<file path="config.mk">
export PLATFORM = sky130hd
export DESIGN_NAME = fma16_issue
export DESIGN_NICKNAME = d
export VERILOG_FILES = /design/src/rtl/fma16_issue.sv
export SDC_FILE = /design/constraint.sdc
export NUM_CORES = 1
export LEC_CHECK = 0
export CAP_MARGIN = 20
export CORE_UTILIZATION = 25
export DETAILED_ROUTE_END_ITERATION = 10
export SLEW_MARGIN = 20
export SYNTH_ARGS = -nofsm -noshare
export SYNTH_HDL_FRONTEND = slang
export SYNTH_SLANG_ARGS = --single-unit
</file>
<file path="constraint.sdc">
create_clock -name clk -period 2 [get_ports clk]
set_input_delay 0.2 -clock clk [delete_from_list [all_inputs] [get_ports clk]]
set_output_delay 0.2 -clock clk [all_outputs]
set_load 0.1 [all_outputs]
</file>
<file path="src/rtl/fma16_issue.sv">
// fma16_issue: command front-end for the combinational fma16 datapath.
// Accepts opcode commands over valid/ready and decodes them into fma16
// control bits. Commands are queued in a DEPTH-entry FIFO whose head drives
// the fma16 inputs. The fma16 result is captured into a tagged output
// register that honours res_ready backpressure.
module fma16_issue #(
    parameter int DEPTH = 4
) (
    input  logic                       clk,
    input  logic                       reset,
    input  logic                       cmd_valid,
    output logic                       cmd_ready,
    input  logic [2:0]                 cmd_op,
    input  logic [15:0]                cmd_x,
    input  logic [15:0]                cmd_y,
    input  logic [15:0]                cmd_z,
    input  logic [1:0]                 cmd_rm,
    input  logic [3:0]                 cmd_tag,
    output logic [15:0]                f_x,
    output logic [15:0]                f_y,
    output logic [15:0]                f_z,
    output logic                       f_mul,
    output logic                       f_add,
    output logic                       f_negr,
    output logic                       f_negz,
    output logic [1:0]                 f_roundmode,
    input  logic [15:0]                f_result,
    output logic                       res_valid,
    input  logic                       res_ready,
    output logic [15:0]                res_data,
    output logic [3:0]                 res_tag,
    output logic                       err_illegal,
    output logic [$clog2(DEPTH):0]     count
);

    localparam int AW = $clog2(DEPTH);
    localparam int CW = AW + 1;

    // One queued command with its decoded fma16 controls.
    typedef struct packed {
        logic [15:0] x;
        logic [15:0] y;
        logic [15:0] z;
        logic [1:0]  rm;
        logic [3:0]  tag;
        logic        mul;
        logic        add;
        logic        negr;
        logic        negz;
    } entry_t;

    // Opcode to {mul, add, negr, negz}; the illegal opcode decodes to all zero.
    function automatic logic [3:0] decode_op(input logic [2:0] op);
        logic [3:0] ctl;
        case (op)
            3'b000:  ctl = 4'b0100;  // fadd
            3'b001:  ctl = 4'b0101;  // fsub
            3'b010:  ctl = 4'b1000;  // fmul
            3'b011:  ctl = 4'b1100;  // fmadd
            3'b100:  ctl = 4'b1101;  // fmsub
            3'b101:  ctl = 4'b1110;  // fnmadd
            3'b110:  ctl = 4'b1111;  // fnmsub
            default: ctl = 4'b0000;
        endcase
        return ctl;
    endfunction

    entry_t          mem_r [DEPTH];
    entry_t          head_s;
    entry_t          new_entry_s;
    logic [AW-1:0]   wr_ptr_r;
    logic [AW-1:0]   rd_ptr_r;
    logic [CW-1:0]   count_r;
    logic [CW-1:0]   count_nxt_s;
    logic            res_valid_r;
    logic [15:0]     res_data_r;
    logic [3:0]      res_tag_r;
    logic            err_illegal_r;
    logic            accept_s;
    logic            push_s;
    logic            pop_s;
    logic            illegal_s;
    logic [3:0]      ctl_s;

    // Handshake qualification: full FIFO refuses even when it pops this cycle.
    always_comb begin
        cmd_ready = (count_r != CW'(DEPTH));
        accept_s  = cmd_valid & cmd_ready;
        push_s    = accept_s & (cmd_op != 3'b111);
        illegal_s = accept_s & (cmd_op == 3'b111);
        pop_s     = (count_r != {CW{1'b0}}) & (~res_valid_r | res_ready);
    end

    // Build the entry to be written, with decode done at enqueue.
    always_comb begin
        ctl_s            = decode_op(cmd_op);
        new_entry_s      = '0;
        new_entry_s.x    = cmd_x;
        new_entry_s.y    = cmd_y;
        new_entry_s.z    = cmd_z;
        new_entry_s.rm   = cmd_rm;
        new_entry_s.tag  = cmd_tag;
        new_entry_s.mul  = ctl_s[3];
        new_entry_s.add  = ctl_s[2];
        new_entry_s.negr = ctl_s[1];
        new_entry_s.negz = ctl_s[0];
    end

    // FIFO storage; contents are only observable through a valid head.
    always_ff @(posedge clk) begin
        if (push_s) begin
            mem_r[wr_ptr_r] <= new_entry_s;
        end
    end

    // Head selection: drive zeros to fma16 whenever the FIFO is empty.
    always_comb begin
        head_s = '0;
        if (count_r != {CW{1'b0}}) begin
            head_s = mem_r[rd_ptr_r];
        end else begin
            head_s = '0;
        end
    end

    // Occupancy next-state: simultaneous push and pop leave it unchanged.
    always_comb begin
        count_nxt_s = count_r;
        case ({push_s, pop_s})
            2'b10:   count_nxt_s = count_r + CW'(1);
            2'b01:   count_nxt_s = count_r - CW'(1);
            default: count_nxt_s = count_r;
        endcase
    end

    // Pointer and occupancy registers; pointers wrap naturally modulo DEPTH.
    always_ff @(posedge clk or posedge reset) begin
        if (reset) begin
            wr_ptr_r <= {AW{1'b0}};
            rd_ptr_r <= {AW{1'b0}};
            count_r  <= {CW{1'b0}};
        end else begin
            if (push_s) begin
                wr_ptr_r <= wr_ptr_r + AW'(1);
            end
            if (pop_s) begin
                rd_ptr_r <= rd_ptr_r + AW'(1);
            end
            count_r <= count_nxt_s;
        end
    end

    // Output register: capture the head result when free or being consumed.
    always_ff @(posedge clk or posedge reset) begin
        if (reset) begin
            res_valid_r <= 1'b0;
            res_data_r  <= 16'h0000;
            res_tag_r   <= 4'h0;
        end else if (pop_s) begin
            res_valid_r <= 1'b1;
            res_data_r  <= f_result;
            res_tag_r   <= head_s.tag;
        end else if (res_ready & res_valid_r) begin
            res_valid_r <= 1'b0;
        end
    end

    // Sticky illegal-opcode flag, cleared only by reset.
    always_ff @(posedge clk or posedge reset) begin
        if (reset) begin
            err_illegal_r <= 1'b0;
        end else if (illegal_s) begin
            err_illegal_r <= 1'b1;
        end
    end

    // Port mapping of the head entry and the registered state.
    always_comb begin
        f_x         = head_s.x;
        f_y         = head_s.y;
        f_z         = head_s.z;
        f_roundmode = head_s.rm;
        f_mul       = head_s.mul;
        f_add       = head_s.add;
        f_negr      = head_s.negr;
        f_negz      = head_s.negz;
        res_valid   = res_valid_r;
        res_data    = res_data_r;
        res_tag     = res_tag_r;
        err_illegal = err_illegal_r;
        count       = count_r;
    end

endmodule
</file>
---- Yosys cells after proc, flatten, opt, wreduce, memory -nomap -nowiden ----
Memories as Yosys holds them, arrays and structs flattened.
Cells that the tools add are included.
word-level totals
  memory bits (writable) .................. 232
  flip-flop bits (word level) ............. 29
  input bits .............................. 77
  memories kept ........................... 1
memories
  name   depth  bits a word  rd ports  clocked after Yosys merged registers in  write ports  RTL line  RTL
  mem_r  4      58           1         0                                        1            68        entry_t mem_r [DEPTH];
operators by class
  multiplexer cells ....................... 7
  bitwise gates (word level) .............. 7
  eq/ne operators ......................... 11
  reduce and logical (&&, ||, !) cells .... 4
  $add $sub $neg .......................... 4
operator list
  operator                                                               number
  58-bit two-way mux                                                     1
  4-bit one-hot mux with 7 select lines                                  1
  3-bit equality test, second input constant                             4
  3-bit by 2-bit equality test with 1-bit output, second input constant  2
  3-bit != test, second input constant                                   2
  3-bit one-hot mux with 2 select lines                                  1
  1-bit bitwise AND                                                      5
  2-bit by 1-bit adder with 2-bit output, second input constant          2
  1-bit two-way mux                                                      4
  2-bit nonzero test                                                     2
  3-bit by 1-bit adder with 3-bit output, second input constant          1
  3-bit by 1-bit equality test with 1-bit output, second input constant  1
  3-bit logical NOT                                                      1
  3-bit nonzero test                                                     1
  3-bit by 1-bit subtractor with 3-bit output, second input constant     1
  2-bit by 1-bit equality test with 1-bit output, second input constant  1
  2-bit equality test, second input constant                             1
  1-bit NOT                                                              1
  1-bit OR                                                               1

---- Logic depth before layout (Yosys ltp) ----
Gate-level depths: netlist of the first run.
  depth after elaboration ................. 5
  depth in mapped cells ................... 10
  mapped depth without buffers ............ 9

---- Least setup slack after synthesis of the first run ----
OpenSTA, ideal clock, no wires.
  path type ............................... reg2out
  from .................................... reg count_r[0], in the netlist count[0]
  to ...................................... out f_add
  path slack .............................. -1.108 ns
  buffers on the path ..................... 2
  cell stages (with the launch flop) ...... 5
  data arrival time ....................... 2.908 ns
  path through ............................ dfrtp_1 nor3_1 clkbuf_2 clkbuf_1 nor2b_1
on the way
  word-level cells in the longest chain between the ends .. 2
RTL lines
  element                 RTL line  RTL
  from (decl)             73        logic [CW-1:0] count_r;
  from (signal assigned)  141       count_r <= {CW{1'b0}};
  from (signal assigned)  149       count_r <= count_nxt_s;
  3-bit nonzero test      119       if (count_r != {CW{1'b0}}) begin
  58-bit two-way mux      119
  to (decl)               23        output logic f_add,
No other way between the ends.

---- Final worst setup path of the first run ----
  from .................................... reg rd_ptr_r[0]
  to ...................................... out f_z[8]
on the way
  word-level cells in the longest chain between the ends .. 2
RTL lines
  element                 RTL line  RTL
  from (decl)             72        logic [AW-1:0] rd_ptr_r;
  from (signal assigned)  140       rd_ptr_r <= {AW{1'b0}};
  from (signal assigned)  147       rd_ptr_r <= rd_ptr_r + AW'(1);
  memory read 4 x 58 bit  -
  58-bit two-way mux      119
  to (decl)               21        output logic [15:0] f_z,
No other way between the ends.

==> results of run 1 <==
sequential cells by signal, indices dropped and copies added, names as in the netlist:
signal / cells
mem_r: 232
res_data: 16
res_tag: 4
count: 3
rd_ptr_r: 2
wr_ptr_r: 2
err_illegal: 1
res_valid: 1
metal layers:
| layer | wire length, µm | share of wire [%] | vias to the layer above | GRT usage, % |
|---|---|---|---|---|
| li1 | - | - | 2314 | - |
| met5 | 0 | 0 | - | 0 |
| met3 | 1120 | 5.1 | 33 | 2.24 |
| met2 | 10900 | 49 | 118 | 16.3 |
| met4 | 387 | 1.8 | 0 | 2.94 |
| met1 | 9700 | 44 | 2590 | 13.7 |
cells by family (layout without fill, tap and decap cells):
kind of cell / count (synthesis) / count (layout)
and+or+nand+nor: 71 / 71
muxes: 81 / 81
xor gates and xnor gates: 8 / 8
other: 0 / 1
buffers and inverters: 80 / 294
AOI/OAI and AO/OA: 1 / 1
adders and majority gates: 6 / 6
DFF: 261 / 261
synth_stat cells, types with 2 or more instances:
master / instances
and2_2: 4
and2b_1: 11
and3b_1: 2
buf_2: 11
buf_4: 50
buf_6: 2
clkbuf_1: 9
dfrtp_1: 29
edfxtp_1: 232
ha_1: 5
inv_1: 7
mux2_2: 21
mux4_2: 58
nand2_1: 2
nor2_1: 3
nor2b_1: 44
xnor2_1: 3
xor2_1: 5
placed cells by master, fill, tap and decap left out, types with 2 or more instances in the layout:
cell type / n
inv_6: 3
and2b_2: 2
clkinvlp_4: 2
buf_16: 2
mux2_2: 21
clkinv_4: 5
edfxtp_1: 232
clkinv_1: 4
and2_4: 4
clkbuf_1: 3
bufinv_16: 2
clkinv_2: 4
buf_12: 77
nor2b_1: 12
clkdlybuf4s50_1: 76
xor2_1: 5
nor2b_4: 31
dfrtp_1: 24
ha_1: 4
xnor2_1: 3
dfrtp_4: 5
buf_6: 8
mux4_2: 58
buf_4: 63
clkbuf_16: 34
nand2_1: 2
inv_1: 5
and2b_1: 9
nor2_1: 3
buf_8: 3
worst reg2reg max path: cells and delay by family (launching register included):
kind	cells	cell delay [ns]
buf+inv	2	0.09
fa+ha+maj	2	0.45
simple gates	3	0.76
flops	1	0.48
xor+xnor	2	0.29
worst max path at each step:
stage	cells after the start	start	slack, ns	end
3_3_place_gp	10	cmd_op[2]	-0.18	count[2]
6_report	5	rd_ptr_r[0]	-0.38	f_z[8]
3_5_place_dp	10	cmd_op[2]	-0.21	count[2]
2_1_floorplan	10	count[1]	-0.60	count[2]
4_1_cts	4	rd_ptr_r[0]	-0.48	f_y[14]
5_1_grt	6	count[1]	-0.46	f_y[14]
stage by stage:
| stage | std cells | setup TNS, ns | area, µm² | setup WS (ns) | util (%) |
|---|---|---|---|---|---|
| finish | 1255 | -17.80 | 14900 | -0.381 | 36.4 |
| global route | 1254 | -21.79 | 14900 | -0.455 | 36.4 |
| CTS | 1225 | -23.52 | 14400 | -0.483 | 35.1 |
| detailed placement | 1166 | -19.90 | 13200 | -0.210 | 32.4 |
| global placement | 1166 | -15.93 | 13200 | -0.181 | 32.4 |
| floorplan | 508 | -84.81 | 10500 | -0.595 | - |
area by class of cell:
type                            count  area [µm²]  share of cell area, %
Tap cell                          532         666                   4.47
Clock inverter                     21         185                   1.24
Timing Repair Buffer              234        3090                   20.8
Inverter                            7        28.8                  0.193
Antenna cell                        1        2.50                 0.0168
Clock buffer                       32         737                   4.95
Sequential cell                   261        7710                   51.8
Multi-Input combinational cell    167        2460                   16.5
timing repair:
| action | CTS | global route |
|---|---|---|
| pin swaps | 4 | 1 |
| buffers inserted | 5 | 23 |
| gates cloned | 1 | 6 |
| gates resized for setup | 32 | 45 |
| setup endpoints to repair | 57 | 56 |
==> flow_metrics.py, run 1 <==
metrics = {
    "status": {
        "status": "finished, violations left",
        "violations": "setup timing",
    },
    "grt": {
        "grt_pass1_vias": 5203,
        "grt_pass1_wl_mm": 32.0,
        "grt_max_degree": 22,
        "grt_usage_pct": 10.1,
        "overflow": 0,
        "antenna_found_initial": 1,
    },
    "die": {
        "core_area_mm2": 0.0409,
        "fp.dieH_um": 206,
        "start_util_pct": 25.4,
        "die_area_mm2": 0.0424,
        "fp-row-count": 74,
        "die_width_um": 206,
        "io_pins": 157,
    },
    "synth": {
        "synth_cell_type_count": 28,
        "synthTopCellsByArea": "edfxtp_1 67%, mux4_2 13%, dfrtp_1 7.0%",
        "ys_warn_count": 0,
        "syn_inst": 508,
        "synth_top_family_by_area": "multiplexers",
        "synth_compound_area_share_pct": 0.0842,
        "syn_nets": 591,
        "avgSynthCellArea_um2": 20.5,
        "yosys_register_bits": 261,
        "netlist_area_mm2": 0.0104,
        "synth_flop_cell": "edfxtp_1",
        "synth_edf_count": 232,
        "ys_seq_area_share_pct": 74.0,
        "synthArstFlopShare_pct": 11.1,
        "synth_top_area_share_pct": 67.0,
        "yosys.area_share.simple_pct": 4.42,
        "synth_fa_ha_area_share_pct": 0.794,
        "synth_area_leader_cell": "edfxtp_1",
        "synthMuxAreaShare_pct": 15.1,
        "synthXorXnorAreaFrac_pct": 0.674,
    },
    "timing": {
        "worst_slack_ns": -0.381,
        "fmax_mhz": 420,
        "rsz0062_at_grt": "true",
        "fin_crit_sh_pct": 119,
        "fin_skew_ns": 0.00995,
        "slew_viol_final": 0,
        "min_period_ns": 2.38,
        "max_slew_margin_pct": 52.7,
        "hold_viol": 0,
        "hold_slack_ns": 0.0709,
        "tightest_slew_ns": 0.709,
        "finalSetupViolations": 56,
    },
    "critical_path": {
        "crit_fanout": 8,
        "cpPeakStageDelay_ns": 0.51,
        "critPathSlowestCell": "dfrtp_4",
        "critPathCaptureType": "primary output",
        "r2r_start": "count[1]",
        "cp_top_family": "flip-flops",
        "cp_cell_sequence": "buf_12 -> buf_16 -> mux4_2 -> and2b_2 -> buf_12",
        "path_class": "reg2out",
        "rrSetupSlack_ns": -0.15,
        "critPathBufInv": 3,
        "cp-start-kind": "flop",
        "cpMostUsedCell": "buf_12",
        "r2r-end": "count[2]",
        "cp.arrival_ns": 2.18,
        "cp.required_ns": 1.80,
        "reg2reg_depth": 9,
    },
    "route": {
        "wl_per_cell_um": 17.6,
        "postRouteAntennaNets": 0,
        "via_count": 5055,
        "wl_mm": 22.1,
        "vias_per_cell": 4.03,
        "drcViolationCount": 0,
        "drt_iter0_drc": 217,
        "dr.pass1.iters": 4,
    },
    "clock_network": {
        "ctsHoldBuffers": 0,
        "clkSinkCount": 261,
        "h-tree-depth": 1,
        "clk_latency_ns": 0.55,
        "cts_buffer_depth": 3,
        "cts_tree": "yes",
        "path_clk_slew_ns": 0.06,
        "cts_inserted_buffers": 29,
        "clock-root-buffer": "clkbuf_16",
    },
    "placed_design": {
        "place_congestion": 0.665,
        "io_buffers": 156,
        "dpl.hpwl_mm": 13.9,
    },
    "hold_path": {
        "hold_path.class": "in2async",
    },
    "finish": {
        "drive_gt1_share_pct": 46.4,
        "syn_to_final_growth_pct": 43.1,
        "fillers": 3795,
        "nNetsFinal": 783,
    },
    "flow_run": {
        "max_cap_violations": 0,
    },
}
Power of run 1 is left out: the tool's default activity adds up to more than one toggle a clock period on the data nets, which glitch-free logic cannot reach.
==> run 2: changes to the inputs <==
==> constraint.sdc (replaced) <==
create_clock -name clk -period 2.4 [get_ports clk]
set_input_delay 0.24 -clock clk [delete_from_list [all_inputs] [get_ports clk]]
set_output_delay 0.24 -clock clk [all_outputs]
set_load 0.1 [all_outputs]
==> flow_metrics.py, run 2 (synthesized netlist as in run 1, its figures left out) <==
metrics = {
    "flow_run": {
        "max_cap_violations": 0,
    },
    "route": {
        "drt_iter0_drc": 273,
        "postRouteAntennaNets": 0,
        "wl_per_cell_um": 18.6,
        "dr.pass1.iters": 4,
        "drcViolationCount": 0,
        "wl_mm": 22.6,
        "vias_per_cell": 4.10,
        "via_count": 4976,
    },
    "clock_network": {
        "ctsHoldBuffers": 0,
        "h-tree-depth": 1,
        "path_clk_slew_ns": 0.06,
        "cts_inserted_buffers": 27,
        "cts_tree": "yes",
        "clock-root-buffer": "clkbuf_16",
        "clk_latency_ns": 0.53,
        "cts_buffer_depth": 3,
        "clkSinkCount": 261,
    },
    "timing": {
        "fin_crit_sh_pct": 102,
        "tightest_slew_ns": 0.757,
        "worst_slack_ns": -0.0397,
        "finalSetupViolations": 18,
        "fin_skew_ns": 0.0112,
        "max_slew_margin_pct": 49.5,
        "slew_viol_final": 0,
        "fmax_mhz": 410,
        "hold_viol": 0,
        "min_period_ns": 2.44,
        "hold_slack_ns": 0.149,
        "rsz0062_at_grt": "true",
    },
    "grt": {
        "grt_pass1_wl_mm": 33.1,
        "overflow": 0,
        "grt_usage_pct": 10.5,
        "antenna_found_initial": 1,
        "grt_max_degree": 41,
        "grt_pass1_vias": 5195,
    },
    "status": {
        "status": "finished, violations left",
        "violations": "setup timing",
    },
    "critical_path": {
        "crit_fanout": 9,
        "critPathSlowestCell": "mux4_2",
        "cp-start-kind": "flop",
        "cp_cell_sequence": "buf_4 -> buf_12 -> mux4_2 -> and2b_1 -> buf_12",
        "cp.arrival_ns": 2.20,
        "cpPeakStageDelay_ns": 0.51,
        "path_class": "reg2out",
        "cpMostUsedCell": "buf_12",
        "cp_top_family": "multiplexers",
        "critPathBufInv": 3,
        "cp.required_ns": 2.16,
        "critPathCaptureType": "primary output",
    },
    "placed_design": {
        "io_buffers": 156,
        "dpl.hpwl_mm": 13.9,
        "dpl_worst_slack_ns": 0.118,
        "place_congestion": 0.664,
    },
    "finish": {
        "nNetsFinal": 745,
        "syn_to_final_growth_pct": 36.2,
        "diodes": 0,
        "largest_reg_flops": 232,
        "layout_commonest_cell": "edfxtp_1",
        "fillers": 3863,
        "regMostFlops": "mem_r",
        "drive_gt1_share_pct": 40.6,
        "final_cell_mix": "232 x edfxtp_1, 76 x clkdlybuf4s50_1, 69 x buf_12",
    },
    "die": {
        "core_area_mm2": 0.0409,
        "fp-row-count": 74,
        "start_util_pct": 25.4,
        "fp.dieH_um": 206,
        "die_area_mm2": 0.0424,
        "io_pins": 157,
        "die_width_um": 206,
    },
    "hold_path": {
        "hold_path.class": "in2async",
    },
}
## run 2: through the flow
stage               std cells  setup TNS [ns]  cell area, µm²  util, %
detailed placement       1146               0           13000     31.7
floorplan                 508          -0.283           10400        -
CTS                      1211           -1.94           14100     34.4
global route             1214           -2.59           14200     34.6
global placement         1146               0           13000     31.7
finish                   1214          -0.193           14200     34.6
## run 2: area by class of cell
cell class	count	area [µm²]	share of cell area, %
Tap cell	532	666	4.70
Multi-Input combinational cell	167	2320	16.4
Timing Repair Buffer	198	2630	18.6
Clock inverter	11	83.8	0.592
Clock buffer	38	717	5.06
Sequential cell	261	7710	54.5
Inverter	7	28.8	0.203
## run 2: repair_timing
action                                 4_1_cts  5_1_grt
setup buffers                               13        2
endpoints found under the hold margin        0        0
gates resized for setup                     28       10
pin swaps                                    0        0
setup endpoints to repair                   54       53
cloned                                       3        2
## run 2: final timing paths
kind                                  start           to  slack, ns  cells past startpoint
worst max-delay path            rd_ptr_r[0]      f_x[15]      -0.04                      5
worst min-delay path                  reset  res_data[1]       0.15                      2
worst max register to register     count[1]     count[2]       0.17                      9
worst min register to register  err_illegal  err_illegal       0.48                      1
max in group asynchronous             reset    res_valid       1.64                      3
min in group clk                f_result[1]  res_data[1]       0.32                      2
## run 2: metal layers
metal / wire, µm / track usage (%) / vias to the layer above
met4: 381 / 2.63 / 0
met1: 9600 / 13.9 / 2595
li1: - / - / 2232
met2: 11500 / 17.7 / 122
met3: 1090 / 1.81 / 27
met5: 0 / 0 / -
Power of run 2 is left out for the same reason.
